[src/rtl/board_io_pkg.sv]
// Shared constants and helpers for the board I/O hub: register offsets
// relative to IO_BASE, register-select encoding and counter sizing.
package board_io_pkg;

    typedef enum logic [2:0] {
        SEL_NONE,
        SEL_OUT,
        SEL_KEY_STATE,
        SEL_KEY_EVENT,
        SEL_IRQ_MASK
    } reg_sel_e;

    function automatic int ofs_key_state(input int num_out);
        return num_out;
    endfunction

    function automatic int ofs_key_event(input int num_out);
        return num_out + 1;
    endfunction

    function automatic int ofs_irq_mask(input int num_out);
        return num_out + 2;
    endfunction

    // Bits needed to hold values 0..n-1, never less than one bit.
    function automatic int cnt_width(input int n);
        return (n < 2) ? 1 : $clog2(n);
    endfunction

endpackage

[src/rtl/key_debounce.sv]
// One push-button: 2-flop synchroniser, polarity normalisation, stability
// counter, debounced pressed level and a one-cycle press-accepted pulse.
module key_debounce
    import board_io_pkg::*;
#(
    parameter int DEBOUNCE_CYCLES = 250000,
    parameter int ACTIVE_LOW      = 1
) (
    input  logic clock,
    input  logic reset_n,
    input  logic key,
    output logic pressed,
    output logic rise
);

    localparam int            CW       = cnt_width(DEBOUNCE_CYCLES);
    localparam logic [CW-1:0] CNT_LAST = CW'(DEBOUNCE_CYCLES - 1);
    localparam logic          IDLE_PIN = (ACTIVE_LOW != 0);

    logic          sync1_q;
    logic          sync2_q;
    logic          sample;
    logic          stable_q;
    logic          stable_d;
    logic [CW-1:0] cnt_q;
    logic [CW-1:0] cnt_d;

    assign sample  = (ACTIVE_LOW != 0) ? ~sync2_q : sync2_q;
    assign pressed = stable_q;

    always_comb begin
        stable_d = stable_q;
        cnt_d    = cnt_q;
        rise     = 1'b0;
        if (sample == stable_q) begin
            cnt_d = '0;
        end else if (cnt_q == CNT_LAST) begin
            stable_d = sample;
            cnt_d    = '0;
            rise     = sample;
        end else begin
            cnt_d = cnt_q + 1'b1;
        end
    end

    // Synchroniser powers up at the released pin level so reset never looks like a press.
    always_ff @(posedge clock or negedge reset_n) begin
        if (!reset_n) begin
            sync1_q  <= IDLE_PIN;
            sync2_q  <= IDLE_PIN;
            stable_q <= 1'b0;
            cnt_q    <= '0;
        end else begin
            sync1_q  <= key;
            sync2_q  <= sync1_q;
            stable_q <= stable_d;
            cnt_q    <= cnt_d;
        end
    end

endmodule

[src/rtl/board_io_hub.sv]
// Board I/O and reset block between the AVR data bus and board pins.
// Optional key-event interrupt and IRQ_MASK register: define BOARD_IO_IRQ_EN.
module board_io_hub
    import board_io_pkg::*;
#(
    parameter logic [15:0] IO_BASE         = 16'h0020,
    parameter int          NUM_OUT         = 4,
    parameter int          NUM_KEYS        = 2,
    parameter int          KEY_ACTIVE_LOW  = 1,
    parameter int          DEBOUNCE_CYCLES = 250000,
    parameter int          RESET_HOLD      = 1024
) (
    input  logic                 clock,
    input  logic                 reset_n,
    input  logic                 locked,
    output logic                 core_reset_n,
    input  logic [15:0]          address,
    input  logic [7:0]           wdata,
    input  logic                 we,
    output logic [7:0]           rdata,
    output logic                 hit,
    input  logic [NUM_KEYS-1:0]  keys,
    output logic [8*NUM_OUT-1:0] out_port,
    output logic                 irq
);

    localparam logic [15:0] OFS_KS = 16'(ofs_key_state(NUM_OUT));
    localparam logic [15:0] OFS_KE = 16'(ofs_key_event(NUM_OUT));
`ifdef BOARD_IO_IRQ_EN
    localparam logic [15:0] OFS_IM   = 16'(ofs_irq_mask(NUM_OUT));
    localparam logic [15:0] WIN_SIZE = OFS_IM + 16'd1;
`else
    localparam logic [15:0] WIN_SIZE = OFS_KE + 16'd1;
`endif
    localparam int            HW        = cnt_width(RESET_HOLD);
    localparam logic [HW-1:0] HOLD_LAST = HW'(RESET_HOLD - 1);
    localparam int            OW        = cnt_width(NUM_OUT);

    genvar gi;

    // ---------------- reset sequencer ----------------
    logic          lock_meta_q;
    logic          lock_sync_q;
    logic [HW-1:0] hold_cnt_q;
    logic [HW-1:0] hold_cnt_d;
    logic          core_rst_n_q;
    logic          core_rst_n_d;

    always_comb begin
        hold_cnt_d   = hold_cnt_q;
        core_rst_n_d = core_rst_n_q;
        if (!lock_sync_q) begin
            hold_cnt_d   = '0;
            core_rst_n_d = 1'b0;
        end else if (hold_cnt_q == HOLD_LAST) begin
            core_rst_n_d = 1'b1;
        end else begin
            hold_cnt_d = hold_cnt_q + 1'b1;
        end
    end

    always_ff @(posedge clock or negedge reset_n) begin
        if (!reset_n) begin
            lock_meta_q  <= 1'b0;
            lock_sync_q  <= 1'b0;
            hold_cnt_q   <= '0;
            core_rst_n_q <= 1'b0;
        end else begin
            lock_meta_q  <= locked;
            lock_sync_q  <= lock_meta_q;
            hold_cnt_q   <= hold_cnt_d;
            core_rst_n_q <= core_rst_n_d;
        end
    end

    assign core_reset_n = core_rst_n_q;

    // ---------------- address decode ----------------
    logic [15:0] offset;
    reg_sel_e    sel;
    logic        wr;

    // Addresses below IO_BASE wrap to large offsets and fall outside the window.
    assign offset = address - IO_BASE;
    assign hit    = (offset < WIN_SIZE);
    assign wr     = we & hit;

    always_comb begin
        sel = SEL_NONE;
        if (offset < 16'(NUM_OUT))
            sel = SEL_OUT;
        else if (offset == OFS_KS)
            sel = SEL_KEY_STATE;
        else if (offset == OFS_KE)
            sel = SEL_KEY_EVENT;
`ifdef BOARD_IO_IRQ_EN
        else if (offset == OFS_IM)
            sel = SEL_IRQ_MASK;
`endif
    end

    // ---------------- output registers ----------------
    logic [7:0] out_rd [NUM_OUT];

    generate
        for (gi = 0; gi < NUM_OUT; gi++) begin : g_out
            logic [7:0] reg_q;
            logic [7:0] reg_d;

            assign reg_d = (wr && sel == SEL_OUT && offset[OW-1:0] == OW'(gi)) ? wdata : reg_q;

            always_ff @(posedge clock or negedge reset_n) begin
                if (!reset_n)
                    reg_q <= 8'h00;
                else
                    reg_q <= reg_d;
            end

            assign out_rd[gi]           = reg_q;
            assign out_port[8*gi +: 8] = reg_q;
        end
    endgenerate

    // ---------------- keys and event latch ----------------
    logic [NUM_KEYS-1:0] key_state;
    logic [NUM_KEYS-1:0] key_rise;
    logic [NUM_KEYS-1:0] evt_clr;
    logic [NUM_KEYS-1:0] event_q;
    logic [NUM_KEYS-1:0] event_d;

    generate
        for (gi = 0; gi < NUM_KEYS; gi++) begin : g_key
            key_debounce #(
                .DEBOUNCE_CYCLES (DEBOUNCE_CYCLES),
                .ACTIVE_LOW      (KEY_ACTIVE_LOW)
            ) u_key (
                .clock   (clock),
                .reset_n (reset_n),
                .key     (keys[gi]),
                .pressed (key_state[gi]),
                .rise    (key_rise[gi])
            );
        end
    endgenerate

    // A press accepted in the same cycle as a clear keeps its bit set.
    assign evt_clr = (wr && sel == SEL_KEY_EVENT) ? wdata[NUM_KEYS-1:0] : '0;
    assign event_d = (event_q & ~evt_clr) | key_rise;

    always_ff @(posedge clock or negedge reset_n) begin
        if (!reset_n)
            event_q <= '0;
        else
            event_q <= event_d;
    end

    // ---------------- interrupt ----------------
`ifdef BOARD_IO_IRQ_EN
    logic [NUM_KEYS-1:0] mask_q;
    logic [NUM_KEYS-1:0] mask_d;
    logic                irq_q;

    assign mask_d = (wr && sel == SEL_IRQ_MASK) ? wdata[NUM_KEYS-1:0] : mask_q;

    always_ff @(posedge clock or negedge reset_n) begin
        if (!reset_n) begin
            mask_q <= '0;
            irq_q  <= 1'b0;
        end else begin
            mask_q <= mask_d;
            irq_q  <= |(event_q & mask_q);
        end
    end

    assign irq = irq_q;
`else
    assign irq = 1'b0;
`endif

    // ---------------- read mux ----------------
    always_comb begin
        rdata = 8'h00;
        case (sel)
            SEL_OUT:       rdata = out_rd[offset[OW-1:0]];
            SEL_KEY_STATE: rdata[NUM_KEYS-1:0] = key_state;
            SEL_KEY_EVENT: rdata[NUM_KEYS-1:0] = event_q;
`ifdef BOARD_IO_IRQ_EN
            SEL_IRQ_MASK:  rdata[NUM_KEYS-1:0] = mask_q;
`endif
            default:       rdata = 8'h00;
        endcase
    end

endmodule

[config.mk]
export PLATFORM = sky130hd
export DESIGN_NAME = board_io_hub
export DESIGN_NICKNAME = d
export VERILOG_FILES = /design/src/rtl/board_io_pkg.sv /design/src/rtl/key_debounce.sv /design/src/rtl/board_io_hub.sv
export SDC_FILE = /design/constraint.sdc
export NUM_CORES = 1
export LEC_CHECK = 0
export ABC_AREA = 1
export BUFFER_PORTS_ARGS = -buffer_cell sky130_fd_sc_hd__buf_2
export CAP_MARGIN = 25
export CORE_UTILIZATION = 45
export DETAILED_ROUTE_END_ITERATION = 8
export PLACE_DENSITY = 0.66
export RECOVER_POWER = 25
export SYNTH_ARGS = -nofsm -noshare
export SYNTH_HDL_FRONTEND = slang
export SYNTH_SLANG_ARGS = --single-unit
[constraint.sdc]
create_clock -name clock -period 2.2 [get_ports clock]
set_input_delay 0.22 -clock clock [delete_from_list [all_inputs] [get_ports clock]]
set_output_delay 0.22 -clock clock [all_outputs]
set_load 0.03 [all_outputs]
After elaboration in Yosys (flattened, before gate mapping)
Index checks and enable logic that the tools add are counted.

Register bits after elaboration: 89. Output and inout bits: 43. Word-level logic and storage cells: 78.

$add $sub $neg: 4. $lt $le $gt $ge: 3. Equality and inequality tests: 15. Multiplexer cells: 21. Bitwise logic cells: 9. Reductions and logical operators: 9.

Operators by type and width (number): 2-to-1 mux 18 bit (4); adder 18 x 1 -> 18 bit, second input constant (2); equality test 18 bit, second input constant (2); equality test 16 x 3 -> 1 bit, second input constant (2); < comparator 16 x 3 -> 1 bit, second input constant (2); 2-to-1 mux 10 bit (2); binary-select mux 8 bit (select 2 bit) (1); 2-to-1 mux 8 bit (2); subtractor 16 x 6 -> 16 bit, second input constant (1); adder 10 x 1 -> 10 bit, second input constant (1); equality test 10 bit, second input constant (1); equality test 2 bit, second input constant (4); 2-to-1 mux 2 bit (4); logical AND 1 bit (6); 2-to-1 mux 1 bit (6); 2-to-1 mux 6 bit (1); one-hot mux 2 bit (3 select lines) (1); equality test 2 x 1 -> 1 bit, second input constant (2); inverter 1 bit (4); AND reduction 2 bit (2); greater-or-equal comparator 3 bit, second input constant (1); inverter 2 -> 3 bit (1); bitwise AND 2 bit (1); equality test 1 bit (2); other kinds (6) (6).

Logic depth before layout (Yosys ltp)
Gate-level depths: netlist of the first run.

Depth after elaboration: 11. Depth in mapped cells: 13. Depth with buffers taken out: 13.

Cells and area by module
A second synthesis of the first run with hierarchy kept.

Cells, all modules: 604. Area total of the unflattened synthesis: 4853.4 µm².

By module, submodules not included: board_io_hub (times used 1, cells each 328, area each 2626.3 µm², seq. area each 1176.1 µm²); key_debounce (times used 2, cells each 138, area each 1113.6 µm², seq. area each 528.0 µm²).

Worst setup path after synthesis of the first run
Ideal clock, no wire load.

Path type: input -> output. Start point: input address[5]. End point: output rdata[2]. Data arrival time: 1.744 ns. Setup slack: 0.236 ns. Stages: 10. Path buffers: 0. Cells stage by stage: inv_1 > ha_1 > nand2_1 > nor2_1 > nand2_1 > nor2_1 > inv_2 > nor2_1 > inv_2 > a31oi_1.

Cells in the longest elaborated chain, start to end: 7.

RTL lines: start: declaration (RTL line board_io_hub.sv:17) `input logic [15:0] address,`; subtractor 16 x 6 -> 16 bit * (RTL line board_io_hub.sv:84) `assign offset = address - IO_BASE;`; parallel branches: the longest is 3 deep, another holds < comparator 16 x 3 -> 1 bit; 2-to-1 mux 2 bit * (RTL line board_io_hub.sv:90) `if (offset < 16'(NUM_OUT))`; equality test 2 x 1 -> 1 bit * (RTL line board_io_hub.sv:183) `case (sel)`; 2-to-1 mux 6 bit * (RTL line board_io_hub.sv:183); end: declaration (RTL line board_io_hub.sv:20) `output logic [7:0] rdata,`.

Every way passes the cells marked *.

Worst setup path after layout of the first run
Same ends and word-level chain as after synthesis.

==> results.txt, run 1 <==
----------------------------------------------------
[Route]
  Via count of the routed design ... 4159
  Number of design rule violations left after detail routing ... 0
  Final wirelength ... 10440 um
  Number of design-rule violations left by the first detailed-router iteration ... 233
  Routed length per placed instance ... 12.94 um
  Drt via density ... 5.154
  Number of nets with antenna violations after detailed routing ... 0
  Pre-antenna DRT Iters ... 4

[Synth]
  Count of yosys warnings during synthesis ... 0
  Unique cell type count in the Yosys netlist ... 40
  Syn_nets ... 620
  Post-synthesis cell area ... 4668 sq um
  Synthesized area divided by synthesized cell count ... 7.980 sq um
  Flip-flop and latch count after synthesis ... 89
  Part of the Yosys area used for sequential elements ... 47.82%
  Number of instances in the synthesized netlist ... 585

[Timing]
  Maximum operating frequency ... 0.4835 GHz
  Min Clock Period, post-route ... 2068 ps
  Worst hold slack ... 132.9 ps
  Crit share post-route ... 94.01%
  Worst-Margin Slew ... 1008 ps
  Unrepaired setup endpoints after global routing ... yes
  Count of pins over their slew limit ... 0
  Number of failing setup endpoints in the final timing report ... 0
  Relative slew slack ... 32.82%
  Hold Violations, Final ... 0
  Clock skew ... 11.15 ps

[Global routing]
  Global-route usage over all layers ... 19.93%
  Number of antenna violations at the first check in global routing ... 0
  Maximum number of pins on one net before global-route repair ... 41
  Total gr overflow ... 0
  Wire length of the first global-routing pass ... 17730 um
  Via count of the first global-routing pass ... 3787

[Cells and area]
  Post-synthesis to final-layout area growth ... 16.70%
  Top library cells by usage in the layout, fill and taps aside ... 163 x sky130_fd_sc_hd__nand2_1, 85 x sky130_fd_sc_hd__dfrtp_1, 70 x sky130_fd_sc_hd__nor2_1
  Summed area of non-filler cells in the final layout ... 5448 sq um
  ANT cells ... 0
  Final Core Density ... 54.97%
  Fin nets ... 704
  Most common cell after layout, fill and taps aside ... sky130_fd_sc_hd__nand2_1
  Fraction of final layout cells sized beyond drive strength 1 ... 20.62%
  Final Non-Filler Cells ... 807

[Power]
  P_leak ... 2.725 nW
  Total power consumption of the routed design ... 3.102 mW
  Maximum VDD drop ... 269.2 uV
  Power per unit of standard cell area ... 569.4 nW/um^2

[Die]
  Die height ... 103.9 um
  Starting density of the core ... 47.11%
  Die outline width ... 103.9 um
  Placeable core region ... 9910 sq um
  Area of the die ... 10780 sq um
  Top-Level Pins ... 73
  # rows ... 36

[Hold path]
  Worst min-delay path startpoint ... wdata[2]
  Path type of the worst min-delay path ... input port to flip-flop
  Cell depth of the worst min-delay path ... 3

[Worst setup path]
  Class of the most critical setup path ... input port to output pin
  Setup crit end kind ... output pin
  Critical path arrival ... 1850 ps
  CP startpoint ... address[5]
  CP Launch Type ... input port
  WP data required ... 1980 ps
  Worst R2R Start ... hold_cnt_q[0]
  Crit-path max FO ... 6
  Worst reg2reg path depth ... 10

[Clocking]
  CTS tree ... done
  CTS root buffer ... sky130_fd_sc_hd__clkbuf_8
  Total clock sinks ... 89
  Count of buffers added by post-CTS timing repair for setup ... 0
  Clock-pin slew on the worst setup and hold paths ... 100 ps
  Worst-Skew Late Latency ... 360 ps
  Clock buffer count from CTS ... 9
  Clock Path Buffers ... 2
  CTS H-tree depth ... 3

[Placed design]
  Buffers on Ports ... 71
  RD Place Congestion ... 0.8270
  Area post-placement ... 5194 sq um
  Placed insts ... 787
  DP Wirelength ... 7709 um

[Status]
  Status ... finished, final reports clean

[Flow run]
  Maximum Capacitance Violations ... 0

----------------------------------------------------
## worst paths after layout
check,end,slack [ps]
min,g_out[2].reg_q[2],130
min reg2reg,lock_sync_q,350
min in group asynchronous,g_out[2].reg_q[4],570
max reg2reg,hold_cnt_q[4],390
max,rdata[2],130
max in group asynchronous,g_out[1].reg_q[7],680
## state kept, by name, indices dropped and copies added (netlist names)
signal and count:
core_reset_n 1, event_q 2, g_key.u_key.cnt_q 36, g_key.u_key.pressed 2, g_key.u_key.sync1_q 2, g_key.u_key.sync2_q 2
g_out.reg_q 32, hold_cnt_q 10, lock_meta_q 1, lock_sync_q 1
## logic make-up (layout without fill, tap and decap cells)
family | Yosys count | after routing | share of synthesized area (%)
fa+ha+maj | 5 | 5 | 1.340
flops | 89 | 89 | 47.82
xor+xnor | 18 | 18 | 3.377
compound gates | 50 | 50 | 6.540
other cells | 1 | 1 | 0.08033
simple gates | 345 | 345 | 33.91
buf+inv | 77 | 166 | 6.942
## what timing repair did
action	CTS	global route
gates resized for setup	0	5
hold endpoints to repair	38	0
hold buffers	4	0
setup endpoints to repair	0	4
## where the power goes
group	switching, mW	leakage, nW	internal, mW	total (mW)
clock	0.606	0.0999	0.568	1.17
sequential	0.0322	1.21	1.67	1.71
combinational	0.147	1.42	0.0748	0.222
## metal layers
metal / share of wire, % / vias up / track usage, %
met5: 0 / - / 0
met3: 5.1 / 7 / 4.323
met2: 46 / 107 / 32.14
li1: - / 2087 / -
met4: 1.0 / 0 / 5.204
met1: 48 / 1958 / 27.28
## worst max-delay path: stages
cell and delay, ps:
sky130_fd_sc_hd__buf_2 100, sky130_fd_sc_hd__inv_1 60, sky130_fd_sc_hd__ha_1 240, sky130_fd_sc_hd__inv_1 80
sky130_fd_sc_hd__nand2_1 50, sky130_fd_sc_hd__nand2_1 110, sky130_fd_sc_hd__nand2_1 110, sky130_fd_sc_hd__nor2_2 150
sky130_fd_sc_hd__inv_2 70, sky130_fd_sc_hd__nor2_2 160, sky130_fd_sc_hd__inv_2 100, sky130_fd_sc_hd__a31oi_1 170
sky130_fd_sc_hd__buf_2 220
## cell usage after synthesis, drive strengths merged
cell type	n	area share (%)
nand4	45	6.6
and3	1	0.13
inv	62	5.0
a31oi	11	1.5
a211oi	2	0.32
a21boi	1	0.16
or3	1	0.13
nand3b	2	0.32
ha	5	1.3
nor4	1	0.13
xnor2	3	0.56
dfstp	4	2.3
nand2	163	13
nor2	83	7.4
buf	9	1.5
a21oi	13	1.4
clkbuf	4	0.32
conb	1	0.080
nand3	26	3.2
a31o	2	0.38
o21ai	12	1.4
clkinv	2	0.16
dfrtp	85	46
or2	2	0.27
nor3	21	2.7
xor2	15	2.8
a22oi	9	1.4
## final cells by class
cell class | instances | area [sq um]
tap | 133 | 166.4
timing repair buffer | 86 | 478.0
fill | 922 | 4462
clock inverter | 6 | 71.32
multi-input combinational | 419 | 2122
clock buffer | 10 | 137.6
sequential | 89 | 2232
inverter | 64 | 240.2
## stage by stage
stage / setup slack [ps] / setup TNS (ps)
after global routing: -24.13 / -24.13
after detailed placement: 143.6 / 0
after global placement: 206.9 / 0
final: 131.7 / 0
after floorplan: 235.5 / 0
after CTS: 147.0 / 0
Power figures use the tool's default switching activity.
==> run 2: changes to the inputs <==
--- a/config.mk
+++ b/config.mk
@@ -6,12 +6,13 @@
 export NUM_CORES = 1
 export LEC_CHECK = 0
 export ABC_AREA = 1
-export BUFFER_PORTS_ARGS = -buffer_cell sky130_fd_sc_hd__buf_2
 export CAP_MARGIN = 25
 export CORE_UTILIZATION = 45
 export DETAILED_ROUTE_END_ITERATION = 8
-export PLACE_DENSITY = 0.66
+export DONT_BUFFER_PORTS = 1
+export PLACE_DENSITY = 0.6
 export RECOVER_POWER = 25
 export SYNTH_ARGS = -nofsm -noshare
 export SYNTH_HDL_FRONTEND = slang
+export SYNTH_HIERARCHICAL = 1
 export SYNTH_SLANG_ARGS = --single-unit
==> results.txt, run 2 <==
----------------------------------------------------
[Worst setup path]
  Worst reg2reg path depth ... 9
  Setup crit end kind ... output pin
  Class of the most critical setup path ... input port to output pin
  CP Launch Type ... input port
  WP data required ... 1980 ps
  Crit-path max FO ... 8
  Critical path arrival ... 1670 ps

[Clocking]
  CTS root buffer ... sky130_fd_sc_hd__clkbuf_8
  Count of buffers added by post-CTS timing repair for setup ... 0
  Total clock sinks ... 89
  Quantity of hold-fixing buffers added after cts ... 11
  Clock Path Buffers ... 2
  CTS tree ... done
  Clock-pin slew on the worst setup and hold paths ... 100 ps
  Worst-Skew Late Latency ... 350 ps
  Clock buffer count from CTS ... 9
  CTS H-tree depth ... 3
  Number of gates resized after cts ... 0

[Global routing]
  Number of antenna violations at the first check in global routing ... 0
  Global-route usage over all layers ... 20.30%
  Via count of the first global-routing pass ... 3695
  Wire length of the first global-routing pass ... 18140 um
  Maximum number of pins on one net before global-route repair ... 90
  Total gr overflow ... 0

[Power]
  Power per unit of standard cell area ... 595.5 nW/um^2
  P_leak ... 2.489 nW
  Maximum VDD drop ... 537.9 uV

[Die]
  Top-Level Pins ... 73
  Starting density of the core ... 46.80%
  Area of the die ... 11200 sq um
  Placeable core region ... 10370 sq um
  Die height ... 105.9 um
  # rows ... 37
  Die outline width ... 105.9 um

[Timing]
  Worst-Margin Slew ... 536.9 ps
  Hold Violations, Final ... 89
  Unrepaired setup endpoints after global routing ... no
  Final total negative setup slack ... 0 ps
  Maximum operating frequency ... 0.5291 GHz
  Relative slew slack ... 64.09%
  Clock skew ... 8.602 ps
  Min Clock Period, post-route ... 1890 ps
  Number of failing setup endpoints in the final timing report ... 0
  Crit share post-route ... 85.91%
  Worst hold slack ... -456.4 ps
  Count of pins over their slew limit ... 0

[Synth]
  Part of the Yosys area used for sequential elements ... 45.99%
  Count of yosys warnings during synthesis ... 6
  Synth Area in Compound Gates ... 6.032%
  Portion of synthesized cell area occupied by the leading cell type ... 43.83%
  Number of synthesized flops with an enable pin ... 0
  Main combinational cell family by area after synthesis ... simple AND/OR/NAND/NOR gates
  Commonest register cell after synthesis ... sky130_fd_sc_hd__dfrtp_1
  Multiplexer area fraction after synthesis ... 0%
  Syn_nets ... 639
  Synthesized area divided by synthesized cell count ... 8.035 sq um
  Flip-flop and latch count after synthesis ... 89
  Unique cell type count in the Yosys netlist ... 33
  Adder-cell share of the synthesized area ... 1.289%
  Basic-gate share of the synthesized area counting and, or, nand and nor cells ... 35.29%
  Cell types with the highest counts after synthesis ... 163 x sky130_fd_sc_hd__nand2_1, 85 x sky130_fd_sc_hd__dfrtp_1, 76 x sky130_fd_sc_hd__nor2_1
  Most frequently used cell type in the post-synthesis netlist ... sky130_fd_sc_hd__nand2_1
  Share of synthesized registers carrying an async set or reset ... 100.0%
  Post-synthesis cell area ... 4853 sq um
  XOR/XNOR Fraction of Synth Area ... 3.248%
  Number of instances in the synthesized netlist ... 604
  Main area contributors after synthesis ... sky130_fd_sc_hd__dfrtp_1 44%, sky130_fd_sc_hd__nand2_1 13%, sky130_fd_sc_hd__nor2_1 5.9%, sky130_fd_sc_hd__nand4_1 4.9%, sky130_fd_sc_hd__inv_1 4.3%
  Largest area contributor in the netlist ... sky130_fd_sc_hd__dfrtp_1

[Hold path]
  Path type of the worst min-delay path ... input port to asynchronous set/reset pin

[Cells and area]
  Filler cell count ... 1019
  Flip-flop count of the largest register, all copies and words added ... 36
  Final Core Density ... 51.29%
  Register bank with the most flops ... g_key.u_key/cnt_q
  Fin nets ... 659
  Post-synthesis to final-layout area growth ... 9.590%
  Final Non-Filler Cells ... 765
  Top library cells by usage in the layout, fill and taps aside ... 163 x sky130_fd_sc_hd__nand2_1, 85 x sky130_fd_sc_hd__dfrtp_1, 76 x sky130_fd_sc_hd__nor2_1
  Most common cell after layout, fill and taps aside ... sky130_fd_sc_hd__nand2_1
  Summed area of non-filler cells in the final layout ... 5319 sq um
  Fraction of final layout cells sized beyond drive strength 1 ... 13.35%
  Largest registers ranked by flip-flop count ... g_key.u_key/cnt_q: 36 flops, g_out.reg_q: 32 flops, hold_cnt_q: 10 flops
  ANT cells ... 0

[Flow run]
  Maximum Capacitance Violations ... 0

[Status]
  Status ... complete, but fails checks
  Violations in the final reports ... negative hold slack

[Placed design]
  DP Wirelength ... 7518 um
  Buffers on Ports ... 0
  Area post-placement ... 4977 sq um
  Placed insts ... 738
  RD Place Congestion ... 0.8236

[Route]
  Final wirelength ... 10600 um
  Pre-antenna DRT Iters ... 5
  Number of design-rule violations left by the first detailed-router iteration ... 188
  Routed length per placed instance ... 13.85 um
  Drt via density ... 5.192
  Via count of the routed design ... 3972
  Number of design rule violations left after detail routing ... 0
  Number of nets with antenna violations after detailed routing ... 0

----------------------------------------------------
## run 2: layout make-up
type,instances,area [sq um],share of cell area [%]
tap,136,170.2,3.199
clock inverter,4,76.32,1.435
timing repair buffer,25,215.2,4.046
clock buffer,12,155.1,2.917
multi-input combinational,435,2230,41.92
sequential,89,2232,41.97
inverter,64,240.2,4.517
## run 2: layer usage
| metal | wire [um] | vias to the layer above | global-route usage [%] |
|---|---|---|---|
| li1 | - | 1988 | - |
| met1 | 4875 | 1885 | 28.60 |
| met2 | 4952 | 97 | 31.65 |
| met3 | 732 | 2 | 4.638 |
| met4 | 37 | 0 | 4.960 |
| met5 | 0 | - | 0 |
## run 2: through the flow
step | power, mW | hold slack (ps) | setup WS [ps]
2_1_floorplan | 1.855 | -75.59 | 371.5
3_3_place_gp | 1.883 | -73.42 | 407.2
3_5_place_dp | 1.893 | -73.18 | 317.0
4_1_cts | 3.214 | -477.2 | 276.9
5_1_grt | 3.302 | -490.2 | 186.5
6_report | 3.168 | -456.4 | 310.1
## run 2: logic make-up (layout without fill, tap and decap cells)
logic type               count (synthesis)  after routing
AND/OR/NAND/NOR                        362            362
flip-flops                              89             89
buffers and inverters                   80            105
AO/OA/AOI/OAI                           49             49
XOR/XNOR                                18             18
adder cells (fa/ha/maj)                  5              5
other                                    1              1
## run 2: power by group
group | switching, mW | internal, mW | total (mW)
clock network | 0.584 | 0.705 | 1.29
logic | 0.108 | 0.0624 | 0.171
registers | 0.0334 | 1.67 | 1.71
total | 0.726 | 2.44 | 3.17
## run 2: worst paths after layout
check | slack, ps | startpoint | endpoint
worst max-delay path | 310 | address[6] | rdata[0]
worst min-delay path | -460 | reset_n | g_out[2].reg_q[7]
worst max register to register | 630 | hold_cnt_q[0] | hold_cnt_q[0]
worst min register to register | 360 | lock_meta_q | lock_sync_q
max in group asynchronous | 2410 | reset_n | g_key[1].u_key/sync2_q
min in group clock | 20 | wdata[0] | g_out[3].reg_q[0]
## run 2: critical path, cell delays in order
cell,delay [ps]
sky130_fd_sc_hd__inv_1,50
sky130_fd_sc_hd__ha_1,220
sky130_fd_sc_hd__nand2_1,80
sky130_fd_sc_hd__nand2_1,50
sky130_fd_sc_hd__nand2_1,50
sky130_fd_sc_hd__nand2_1,70
sky130_fd_sc_hd__nor2_2,250
sky130_fd_sc_hd__nand2_1,250
sky130_fd_sc_hd__nand2_1,150
sky130_fd_sc_hd__nand2_1,70
sky130_fd_sc_hd__inv_1,210
